## src/rtl/fetch_seq.sv

```systemverilog
// fetch_seq: instruction-fetch sequencer for the 16-bit single-issue pipeline.
// Owns the fetch PC and drives the variable-latency instruction-memory
// handshake. It applies execute-stage redirects and presents fetched
// instructions at the IF/ID boundary, with a one-entry skid buffer that
// absorbs a read completing while decode is stalled.
//
// Optional feature macro: PC_ALIGN_CHK_EN
//   defined   : an odd redirect target sets sticky err and halts fetch
//   undefined : redirect target bit 0 is forced to 0, err tied low
module fetch_seq #(
  parameter int               WIDTH    = 16,
  parameter logic [WIDTH-1:0] RESET_PC = '0,
  parameter int               INC      = 2
) (
  input  logic             clk,
  input  logic             rst_n,
  input  logic             redir_valid,
  input  logic [WIDTH-1:0] redir_pc,
  input  logic             stall,
  input  logic             halt,
  output logic             imem_req,
  output logic [WIDTH-1:0] imem_addr,
  input  logic             imem_done,
  input  logic [WIDTH-1:0] imem_data,
  output logic             if_valid,
  output logic [WIDTH-1:0] if_instr,
  output logic [WIDTH-1:0] if_pc_next,
  output logic             halted,
  output logic             err
);

  typedef enum logic [2:0] {
    S_START,
    S_FETCH,
    S_SKID,
    S_DRAIN,
    S_HALTED
  } state_t;

  localparam logic [WIDTH-1:0] INC_W = WIDTH'(INC);

  state_t           state;
  logic [WIDTH-1:0] pc;            // address of the current / next request
  logic [WIDTH-1:0] pend_pc;       // target to resume at once a drain ends
  logic             drain_halt;    // drain ends in HALTED instead of FETCH
  logic [WIDTH-1:0] skid_instr;
  logic [WIDTH-1:0] skid_pc_next;

  logic [WIDTH-1:0] pc_inc;
  logic [WIDTH-1:0] redir_tgt;
  logic             redir_bad;
  logic             stop;
  logic             out_free;
  logic [WIDTH-1:0] drain_tgt;
  logic             drain_stop;

`ifdef PC_ALIGN_CHK_EN
  assign redir_tgt = redir_pc;
  assign redir_bad = redir_pc[0];
`else
  assign redir_tgt = redir_pc & ~WIDTH'(1);
  assign redir_bad = 1'b0;
`endif

  // Wraps modulo 2^WIDTH naturally.
  assign pc_inc   = pc + INC_W;
  // A redirect beats halt; a misaligned redirect behaves like halt.
  assign stop     = redir_valid ? redir_bad : halt;
  assign out_free = !if_valid || !stall;

  // While draining, the latest redirect replaces the pending target.
  assign drain_tgt  = (redir_valid && !redir_bad) ? redir_tgt : pend_pc;
  assign drain_stop = redir_valid ? redir_bad : (drain_halt || halt);

  // The request is a pure decode of the state register, so an async reset
  // drops it immediately; the address is held in pc until the read completes.
  assign imem_req  = (state == S_FETCH) || (state == S_DRAIN);
  assign imem_addr = pc;

  // Fetch FSM with registered IF/ID outputs and skid buffer.
  always_ff @(posedge clk or negedge rst_n) begin
    if (!rst_n) begin
      // NOTE: the skid data registers are reset along with the rest; they are
      // a single entry, so clearing them is cheap and keeps reset state clean.
      state        <= S_START;
      pc           <= RESET_PC;
      pend_pc      <= RESET_PC;
      drain_halt   <= 1'b0;
      skid_instr   <= '0;
      skid_pc_next <= '0;
      if_valid     <= 1'b0;
      if_instr     <= '0;
      if_pc_next   <= '0;
      halted       <= 1'b0;
    end else begin
      // NOTE: every state register uses non-blocking assignment so all of
      // them update from the same pre-edge values regardless of order here.
      unique case (state)
        S_START: begin
          state <= S_FETCH;
        end

        S_FETCH: begin
          if (redir_valid || halt) begin
            if_valid <= 1'b0;
            if (imem_done) begin
              // Read completed this cycle: its data is discarded.
              if (stop) begin
                state  <= S_HALTED;
                halted <= 1'b1;
              end else begin
                pc <= redir_tgt;
              end
            end else begin
              state      <= S_DRAIN;
              pend_pc    <= redir_tgt;
              drain_halt <= stop;
            end
          end else if (imem_done) begin
            pc <= pc_inc;
            if (out_free) begin
              if_valid   <= 1'b1;
              if_instr   <= imem_data;
              if_pc_next <= pc_inc;
            end else begin
              skid_instr   <= imem_data;
              skid_pc_next <= pc_inc;
              state        <= S_SKID;
            end
          end else if (if_valid && !stall) begin
            if_valid <= 1'b0;
          end
        end

        S_SKID: begin
          if (redir_valid || halt) begin
            if_valid <= 1'b0;
            if (stop) begin
              state  <= S_HALTED;
              halted <= 1'b1;
            end else begin
              pc    <= redir_tgt;
              state <= S_FETCH;
            end
          end else if (!stall) begin
            if_valid   <= 1'b1;
            if_instr   <= skid_instr;
            if_pc_next <= skid_pc_next;
            state      <= S_FETCH;
          end
        end

        S_DRAIN: begin
          if (imem_done) begin
            if (drain_stop) begin
              state    <= S_HALTED;
              halted   <= 1'b1;
              if_valid <= 1'b0;
            end else begin
              pc    <= drain_tgt;
              state <= S_FETCH;
            end
          end else begin
            pend_pc    <= drain_tgt;
            drain_halt <= drain_stop;
          end
        end

        S_HALTED: begin
          // Only reset leaves HALTED.
        end

        default: begin
          state <= S_START;
        end
      endcase
    end
  end

`ifdef PC_ALIGN_CHK_EN
  // Sticky misalignment flag, raised by any odd redirect while fetching.
  always_ff @(posedge clk or negedge rst_n) begin
    if (!rst_n) begin
      err <= 1'b0;
    end else if (redir_valid && redir_bad &&
                 (state == S_FETCH || state == S_SKID || state == S_DRAIN)) begin
      err <= 1'b1;
    end
  end
`else
  assign err = 1'b0;
`endif

endmodule

```

## config.mk

```make
export PLATFORM = sky130hd
export DESIGN_NAME = fetch_seq
export DESIGN_NICKNAME = d
export VERILOG_FILES = /design/src/rtl/fetch_seq.sv
export SDC_FILE = /design/constraint.sdc
export NUM_CORES = 1
export LEC_CHECK = 0
export BUFFER_PORTS_ARGS = -buffer_cell sky130_fd_sc_hd__buf_2
export CORE_ASPECT_RATIO = 1.2
export CORE_MARGIN = 5
export CORE_UTILIZATION = 45
export DETAILED_ROUTE_END_ITERATION = 16
export PLACE_DENSITY = 0.66
export SYNTH_ARGS = -nofsm -noshare
export SYNTH_HDL_FRONTEND = slang
export SYNTH_SLANG_ARGS = --single-unit
```

## constraint.sdc

```tcl
create_clock -name clk -period 1.95 [get_ports clk]
set_input_delay 0.195 -clock clk [delete_from_list [all_inputs] [get_ports clk]]
set_output_delay 0.195 -clock clk [all_outputs]
set_load 0.01 [all_outputs]
```

# == Word-level counts from Yosys, hierarchy flattened ==
# Cells that the tools add are included.
# op_classes
add_sub_neg,1
eq_ne,22
muxes,58
n_bitwise,3
n_reduce_logical,18
# op_table
operator,count
16-bit two-way mux,21
16-bit one-hot mux with 2 select lines,3
16-bit one-hot mux with 3 select lines,1
3-bit two-way mux,10
6-bit AND reduction,4
2-bit != test (second input constant),11
1-bit two-way mux,19
16-bit by 2-bit adder with 16-bit output (second input constant),1
3-bit one-hot mux with 5 select lines,1
4-bit AND reduction,2
3-bit by 2-bit == test with 1-bit output (second input constant),2
3-bit by 2-bit != test with 1-bit output (second input constant),2
1-bit one-hot mux with 3 select lines,2
5-bit AND reduction,1
1-bit logical OR,4
4-bit by 2-bit != test with 1-bit output (second input constant),1
4-bit by 3-bit != test with 1-bit output (second input constant),1
4-bit != test (second input constant),1
2-bit nonzero test,2
3-bit by 1-bit == test with 1-bit output (second input constant),1
3-bit == test (second input constant),1
3-bit zero test,1
3-bit != test (second input constant),1
1-bit NOT,3
other kinds (5),6
# totals
ff_bits,102
output_inout_bits,52
wordCells,112

# == Depth between registers and ports, before layout ==
# depth
word_depth,6
depth_mapped,8

# == Least setup slack after synthesis ==
# OpenSTA, ideal clock, no wires.
# synth_timing
path_kind,register -> register
start,register state[1]
end,register skid_instr[10]
setup_ns,0.125
arrival_ns,1.581
path_slack_ns,0.244
path_stages_with_launch,7
synth_period_minus_slack_ns,1.706
cell_sequence,dfrtp_1 or3_4 nor2_1 and2_1 buf_4 buf_6 mux2_2
# synth_via
elab_chain_len,2
# synth_rtl
item,line_no,rtl
from (decl),42,state_t state;
from (signal assigned),85,state <= S_START;
from (signal assigned),100,state <= S_FETCH;
from (signal assigned),109,state <= S_HALTED;
3-bit by 1-bit == test with 1-bit output,98,unique case (state)
4-bit AND reduction (no source line),--,
to (signal assigned),126,skid_instr <= imem_data;
to (decl),46,logic [WIDTH-1:0] skid_instr;
# Every way passes these cells.
# A chain may end at the register's enable or synchronous reset.

# == Final worst setup path ==
# layout_timing
start,register state[1]
end,register skid_instr[0]
# Same word-level chain as after synthesis.

==> impl_metrics.tcl <==
set metrics [dict create \
    row_count 43 \
    core_region_area_um2 11510 \
    die_width_um 108.5 \
    drt-initial-drc-count 297 \
    critPathKind "register to register" \
    ys_async_sr_fraction_pct 100.0 \
    fin_tns_setup_ns 0 \
    numCtsBuffers 9 \
    critPathLaunchType "register" \
    critPathMaxStageDelay_ns 0.48 \
    hold-path-cell-count 2 \
    hpwl_um 9327 \
    grt_usage_pct 19.07 \
    hold_viol_final 0 \
    drt_wl_total_um 12670 \
    die_y_um 128.2 \
    worstHoldPathType "input pin to register" \
    power_uw 4408 \
    clock-skew-final_ns 0.008445 \
    dr.pass1.iters 4 \
    clock_path_buffers 2 \
    dpl-instance-area_um2 6003 \
    drive_above_1_share_pct 31.62 \
    routedWlPerCell_um 16.25 \
    vias 4206 \
    setup_viol 0 \
    gp_congestion 0.8655 \
    dp_cells 762 \
    synth_cell_types 51 \
    area_delta_synth_final_pct 21.70 \
    synth_area_leaders "dfrtp_1, mux2_2, mux2i_1" \
    ant_nets 0 \
    leakagePower_uw 0.003122 \
    fin_crit_sh_pct 95.86 \
    cp.depth 5 \
    synth_nets 555 \
    die-area_um2 13910 \
    grt_pass1_wl_um 21110 \
    via_per_inst 5.392 \
    grt_overflow 0 \
    timing.slew.headroom_pct 43.05 \
    path_max_fanout 38 \
    diodes 0 \
    met2WireLength_um 5970 \
    cp_cell_sequence "or3_4 > nor2_1 > and2_1 > buf_12 > mux2_2" \
    cap_violations 0 \
    peakVddDrop_mv 0.5894 \
    wl_met3_um 821 \
    syn_inst 516 \
    grt_pass1_vias 4268 \
    status "finished, final reports clean" \
    clkSinkCount 102 \
    max_freq_mhz 535.0 \
    ys_seq_area_share_pct 48.71 \
    grt_max_degree 51 \
    top_layer "met4" \
    wl_met1_um 5616 \
    report.final.slew_viol_count 0 \
    worstPathRequired_ns 2.18 \
    mappedNetlistArea_um2 5240 \
    fin_cells 780 \
    cts_tree "done" \
    avgSynthCellArea_um2 10.16 \
    io_buffers 87 \
    cp_data_arrival_time_ns 2.10 \
    period_minus_slack_ns 1.869 \
    worst_pin_slew_ns 0.8542 \
    htreeDepth 3 \
    fin_area_um2 6377 \
    nets 657 \
    powerDensity_nw_per_um2 691.3 \
    ys.flop_type "dfrtp_1" \
    rsz0062_at_grt "no" \
    start_util_pct 45.51 \
    critPathBufInv 1 \
    synth_seq_cells 102 \
    end_kind "register" \
    critPathSlowestCell "dfrtp_1" \
    synth_edf_count 0 \
    io_pins 90 \
    root_buffer "clkbuf_16" \
    synth_largest_area_cell "dfrtp_1" \
    path_clk_slew_ns 0.08 \
    ys_warn_count 0 \
    post-route-drc-count 0 \
    crit_family "simple AND/OR/NAND/NOR gates" \
    r2r_cells 5 \
    clk_latency_ns 0.35 \
    antenna_found_initial 0 \
    yosysTopAreaCellShare_pct 48.71 \
]
-- sequential cells by signal (all words and copies together), names as in the netlist, 3 cells and up --
| name | flops |
|---|---|
| if_instr | 16 |
| skid_pc_next | 16 |
| state | 3 |
| pend_pc | 16 |
| if_pc_next | 16 |
| skid_instr | 16 |
| imem_addr | 16 |
-- logic make-up (layout without fill, tap and decap cells) --
logic type,Yosys count,count (layout),synth area share (%)
mux,79,79,16.09
xor+xnor,13,13,2.173
fa+ha+maj,1,1,0.2387
buf+inv,43,150,4.250
compound gates,134,134,15.52
other cells,1,1,0.07156
flops,102,102,48.71
simple gates,143,143,12.94
-- metrics by stage --
| step | utilization, % | setup WS, ns | hold slack [ns] |
|---|---|---|---|
| 4_1_cts | 54.89 | 0.03706 | 0.08620 |
| 6_report | 55.39 | 0.08076 | 0.09479 |
| 2_1_floorplan | - | 0.2439 | -0.1006 |
| 3_5_place_dp | 52.14 | 0.05332 | 0.1536 |
| 5_1_grt | 55.39 | 0.001082 | 0.09082 |
| 3_3_place_gp | 52.14 | 0.09348 | 0.1449 |
-- cell usage after synthesis (all sizes together) (5+ instances only) --
master / instances
dfrtp: 102
nand2: 62
o21ai: 54
mux2: 42
mux2i: 37
a21oi: 32
nor2: 30
buf: 28
nand3: 10
inv: 8
clkbuf: 7
xnor2: 7
a211oi: 6
nand2b: 6
o2bb2ai: 6
xor2: 6
a22oi: 5
and3: 5
nor2b: 5
-- path summary, 6_finish.rpt --
path	start	end	slack (ns)
max	state[1]	skid_instr[0]	0.08
min	imem_data[8]	skid_instr[8]	0.09
max reg2reg	state[1]	skid_instr[0]	0.08
min reg2reg	if_pc_next[8]	if_pc_next[8]	0.47
max in group asynchronous	rst_n	skid_pc_next[3]	1.02
min in group asynchronous	rst_n	skid_pc_next[1]	0.31
-- cell type report --
cell class                      count  area [µm²]
Fill cell                        1058        5136
Sequential cell                   102        2555
Multi-Input combinational cell    371        2504
Timing Repair Buffer              126       785.8
Clock buffer                        9       225.2
Tap cell                          157       196.4
Clock inverter                      7       81.33
Inverter                            8       30.03
-- layout by cell type (no fill, tap or decap), drive strengths merged, types with 4 or more instances in the layout --
cell | netlist | routed
nand2 | 62 | 62
a31oi | 4 | 4
a21o | 4 | 4
mux2 | 42 | 42
and4 | 4 | 4
a21oi | 32 | 32
nand3 | 10 | 10
dfrtp | 102 | 102
xnor2 | 7 | 7
nor3b | 4 | 4
nor3 | 4 | 4
nor2b | 5 | 5
a211oi | 6 | 6
nand2b | 6 | 6
o21ai | 54 | 54
mux2i | 37 | 37
buf | 28 | 125
nor2 | 30 | 30
and3 | 5 | 5
a22oi | 5 | 5
inv | 8 | 11
xor2 | 6 | 6
and2 | 4 | 4
o2bb2ai | 6 | 6
clkbuf | 7 | 9
-- layer usage --
metal,up-vias,GRT usage (%)
li1,2045,-
met1,2021,25.44
met2,121,30.85
met3,19,3.577
met4,0,7.058
met5,-,0
-- repair_timing --
item | 4_1_cts | 5_1_grt
endpoints found under the hold margin | 26 | 0
buffers inserted | 0 | 1
hold buffers | 1 | 0
endpoints found under the setup margin | 0 | 35
gates resized for setup | 0 | 12
-- power by group --
part / leakage [µW] / switching, µW / internal, µW / total, µW
clock: 0.000146 / 841 / 1020 / 1860
combinational: 0.00160 / 208 / 156 / 364
sequential: 0.00137 / 37.2 / 2150 / 2190
(Power assumes the default switching activity.)
